`src/rtl/intensity.sv`:
```
`default_nettype none
// ============================================================================
// Module   : intensity
// Purpose  : Converts a 3x3 window of RGB pixels into a registered 3x3 grid
//            of 8-bit luma values (77R + 150G + 29B) >> 8.
// Revision : 1.0 - initial release
// ============================================================================
module intensity (
  input  logic         clk,
  input  logic         n_rst,
  input  logic [215:0] pixelData,
  input  logic         intensity_enable,
  input  logic         edgedetect_enable,
  output logic [71:0]  iGrid
);

  localparam int unsigned C_NUM_PIX = 9;
  localparam logic [15:0] C_COEF_R  = 16'd77;
  localparam logic [15:0] C_COEF_G  = 16'd150;
  localparam logic [15:0] C_COEF_B  = 16'd29;

  logic [71:0] w_int;
  logic [71:0] r_grid;

  // Coefficients sum to 256, so the weighted sum never exceeds 16 bits.
  generate
    for (genvar k = 0; k < C_NUM_PIX; k++) begin : g_pix
      logic [7:0]  w_r;
      logic [7:0]  w_g;
      logic [7:0]  w_b;
      logic [15:0] w_sum;

      assign w_r   = pixelData[215-24*k -: 8];
      assign w_g   = pixelData[207-24*k -: 8];
      assign w_b   = pixelData[199-24*k -: 8];
      assign w_sum = C_COEF_R * {8'd0, w_r}
                   + C_COEF_G * {8'd0, w_g}
                   + C_COEF_B * {8'd0, w_b};
      assign w_int[71-8*k -: 8] = 8'(w_sum >> 8);
    end
  endgenerate

  // The edge detector owns the grid while it is consuming it.
  always_ff @(posedge clk) begin
    if (n_rst) begin
      r_grid <= '0;
    end else if (!edgedetect_enable && intensity_enable) begin
      r_grid <= w_int;
    end
  end

  assign iGrid = r_grid;

endmodule
`default_nettype wire

```
`config.mk`:
```
export PLATFORM = sky130hd
export DESIGN_NAME = intensity
export DESIGN_NICKNAME = d
export VERILOG_FILES = /design/src/rtl/intensity.sv
export SDC_FILE = /design/constraint.sdc
export NUM_CORES = 2
export LEC_CHECK = 0
export ABC_AREA = 0
export BUFFER_PORTS_ARGS = -buffer_cell sky130_fd_sc_hd__buf_2
export CORE_ASPECT_RATIO = 1.4
export CORE_MARGIN = 8
export CORE_UTILIZATION = 55
export DETAILED_ROUTE_END_ITERATION = 10
export PLACE_DENSITY = 0.75
export SYNTH_ARGS = -nofsm -noshare
export SYNTH_HDL_FRONTEND = slang
export SYNTH_SLANG_ARGS = --single-unit
```
`constraint.sdc`:
```
create_clock -name clk -period 18.1 [get_ports clk]
set_input_delay 3.62 -clock clk [delete_from_list [all_inputs] [get_ports clk]]
set_output_delay 3.62 -clock clk [all_outputs]
set_load 0.01 [all_outputs]
```
==> metrics.txt <==
Achievable Freq 104 MHz; top post-synthesis cells by area fa_1 (33%), ha_1 (31%), inv_1 (11%); critical path launch point type input pin; Clock Skew 0 ns; Post-synth ARST share 0; DRT iter0 DRCs 724; Final Critical Period 9.57 ns; Slew HR 0.410; outcome completed; Critical Path Sink Type flop; DRT Pass-1 Iters 4; top cell type's share of synthesized area 0.326; share of cells above drive strength 1 0.0968; CTS Hold Bufs 0; Required @ worst endpoint 18.34 ns; Core Box Area 0.0550 sq mm; max-cap viol count 0; mapped cell area 0.0304 sq mm; number of port buffers 291; Critical Path AT 9.81 ns; EDFF count, synth 0; CP Cell Sequence buf_2 -> ha_1 -> ha_1 -> inv_1 -> fa_1 -> fa_1 -> inv_1 -> ha_1 -> xnor2_1 -> fa_1 -> fa_1 -> inv_1 -> fa_1 -> fa_1 -> inv_1 -> ha_1 -> nand2_1 -> o311ai_2 -> a211oi_1 -> or3_1 -> a21o_1 -> a32o_1; synthesis-stage register bit count 72; drt wl/cell 15.9 um; CTS H-tree lvls 3; Syn Nets 4706; Slew Limit Fails 0; most used cell, CP fa_1; Slowest cell on crit path fa_1; Final Hold Fails 0; CTS Root Cell clkbuf_16; fin nets 4988; final wirelength 67800 um; maximum buffer depth of the clock tree 2; row count 102; routed vias/inst 5.29; io pins 292; CTS tree done; GR Overflow Total 0; Period Utilization, post-route 0.529; largest net degree at the start of global routing 42; Clock Latency Late Sink 0.35 ns; ys flop type dfxtp_1; area leader, netlist fa_1; initial antenna violation count 14; Max FO, Critical Path 7; GPL Wtd Cong 0.885; CTS Buf Count 9; Crit Path Class input pin to flop; post-synth cell types 69; setup total negative slack 0 ns; first-pass GRT wire length 116000 um; Area Overhead vs Synth 8.67%; Cells after Synth 3235; Die Y 294 um; unrepaired setup endpoints after global routing no; antenna-violating nets left 0; vias in the first global route 24900; via count 22500; die area 0.0631 sq mm; Remaining DRCs 0; sequential share of the synthesized area 0.0474; synth warn 0; Initial Utilization 0.552; max reg flops 72; # setup viols final 0; Worst Max-Slew Pin Slew 0.862 ns; post-DP HPWL 61800 um; GR Util All Layers 0.221; CTS sink count 72; clock slew at reported path FFs 0.06 ns; chip width 215 um; Min-Delay Path Class flop to flop; Synth Area per Inst 9.39 sq um; CTS resizes 0; post-CTS setup buffers 0; Max stage delay on crit path 0.52 ns
worst paths after layout:
| path | from | end | slack [ns] | cells past startpoint |
|---|---|---|---|---|
| setup reg to reg | iGrid[71]$_SDFFE_PP0P_ | iGrid[71]$_SDFFE_PP0P_ | 17.30 | 2 |
| hold / removal | iGrid[30]$_SDFFE_PP0P_ | iGrid[30]$_SDFFE_PP0P_ | 0.45 | 2 |
| setup / recovery | pixelData[36] | iGrid[15]$_SDFFE_PP0P_ | 8.53 | 22 |
| hold reg to reg | iGrid[30]$_SDFFE_PP0P_ | iGrid[30]$_SDFFE_PP0P_ | 0.45 | 2 |
cells in the final DEF (no fill, tap or decap), drive strengths merged, types with 17 or more instances in the layout:
cell type    n
inv        894
ha         756
fa         495
buf        294
a21oi      132
nand2      121
o21ai       82
xnor2       81
nor2        78
dfxtp       72
nand3       60
a21o        44
nor3        40
xor2        34
or3         26
o21bai      23
and3        22
o211ai      17
worst max-delay path: cells and delay by family:
family                   cells  cell delay [ns]
adder cells (fa/ha/maj)     10             4.11
AO/OA/AOI/OAI                4             1.06
AND/OR/NAND/NOR              2             0.44
buffers and inverters        5             0.30
XOR/XNOR                     1             0.25
cell families (layout without fill, tap and decap cells):
family	after synthesis	in the layout	synth area share
AOI/OAI and AO/OA	437	437	0.0954
xor gates and xnor gates	116	116	0.0339
adders and majority gates	1251	1251	0.637
buffers and inverters	916	1203	0.113
DFF	72	72	0.0474
muxes	6	6	0.00202
other	0	9	0
and+or+nand+nor	437	437	0.0708
final cells by class:
class | count | area [sq um]
clock buffer | 11 | 243
antenna | 9 | 22.5
fill | 4801 | 22000
sequential | 72 | 1440
inverter | 893 | 3350
clock inverter | 5 | 40.0
timing repair buffer | 294 | 1480
tap | 728 | 911
multi-input combinational | 2247 | 25500
cell usage after synthesis, types with 6 or more instances:
master / instances
a2111oi_0: 7
a211o_1: 10
a211oi_1: 15
a21o_1: 44
a21oi_1: 131
a22o_1: 6
a31oi_1: 15
a32o_1: 8
a41oi_1: 6
and2_1: 7
and3_1: 22
and4_1: 6
clkbuf_1: 22
dfxtp_1: 72
fa_1: 495
ha_1: 756
inv_1: 893
nand2_1: 121
nand2b_1: 14
nand3_1: 60
nand3b_1: 7
nand4_1: 8
nor2_1: 77
nor2b_1: 13
nor3_1: 40
nor4_1: 11
o211ai_1: 17
o21a_1: 11
o21ai_0: 79
o21bai_1: 23
o31ai_1: 14
or2_2: 15
or3_1: 26
xnor2_1: 81
xor2_1: 34
metrics by stage:
stage / area [sq um] / std cells / setup WS (ns) / utilization / hold slack (ns)
after CTS: 33000 / 4250 / 8.49 / 0.600 / 0.454
after global placement: 32700 / 4234 / 8.18 / 0.595 / 0.430
after detailed placement: 32700 / 4234 / 8.13 / 0.595 / 0.439
after floorplan: 30400 / 3235 / 8.60 / - / 0.476
final: 33000 / 4259 / 8.53 / 0.600 / 0.448
after global routing: 33000 / 4254 / 8.13 / 0.600 / 0.481
per-layer routing:
| metal | GRT usage | part of all wire |
|---|---|---|
| met1 | 0.235 | 0.38 |
| met2 | 0.433 | 0.54 |
| met5 | 0 | 0.0013 |
| met4 | 0.0690 | 0.031 |
| met3 | 0.0394 | 0.042 |
Power is left out: the tool's default activity adds up to more than one toggle a clock period on the data nets, which glitch-free logic cannot reach.
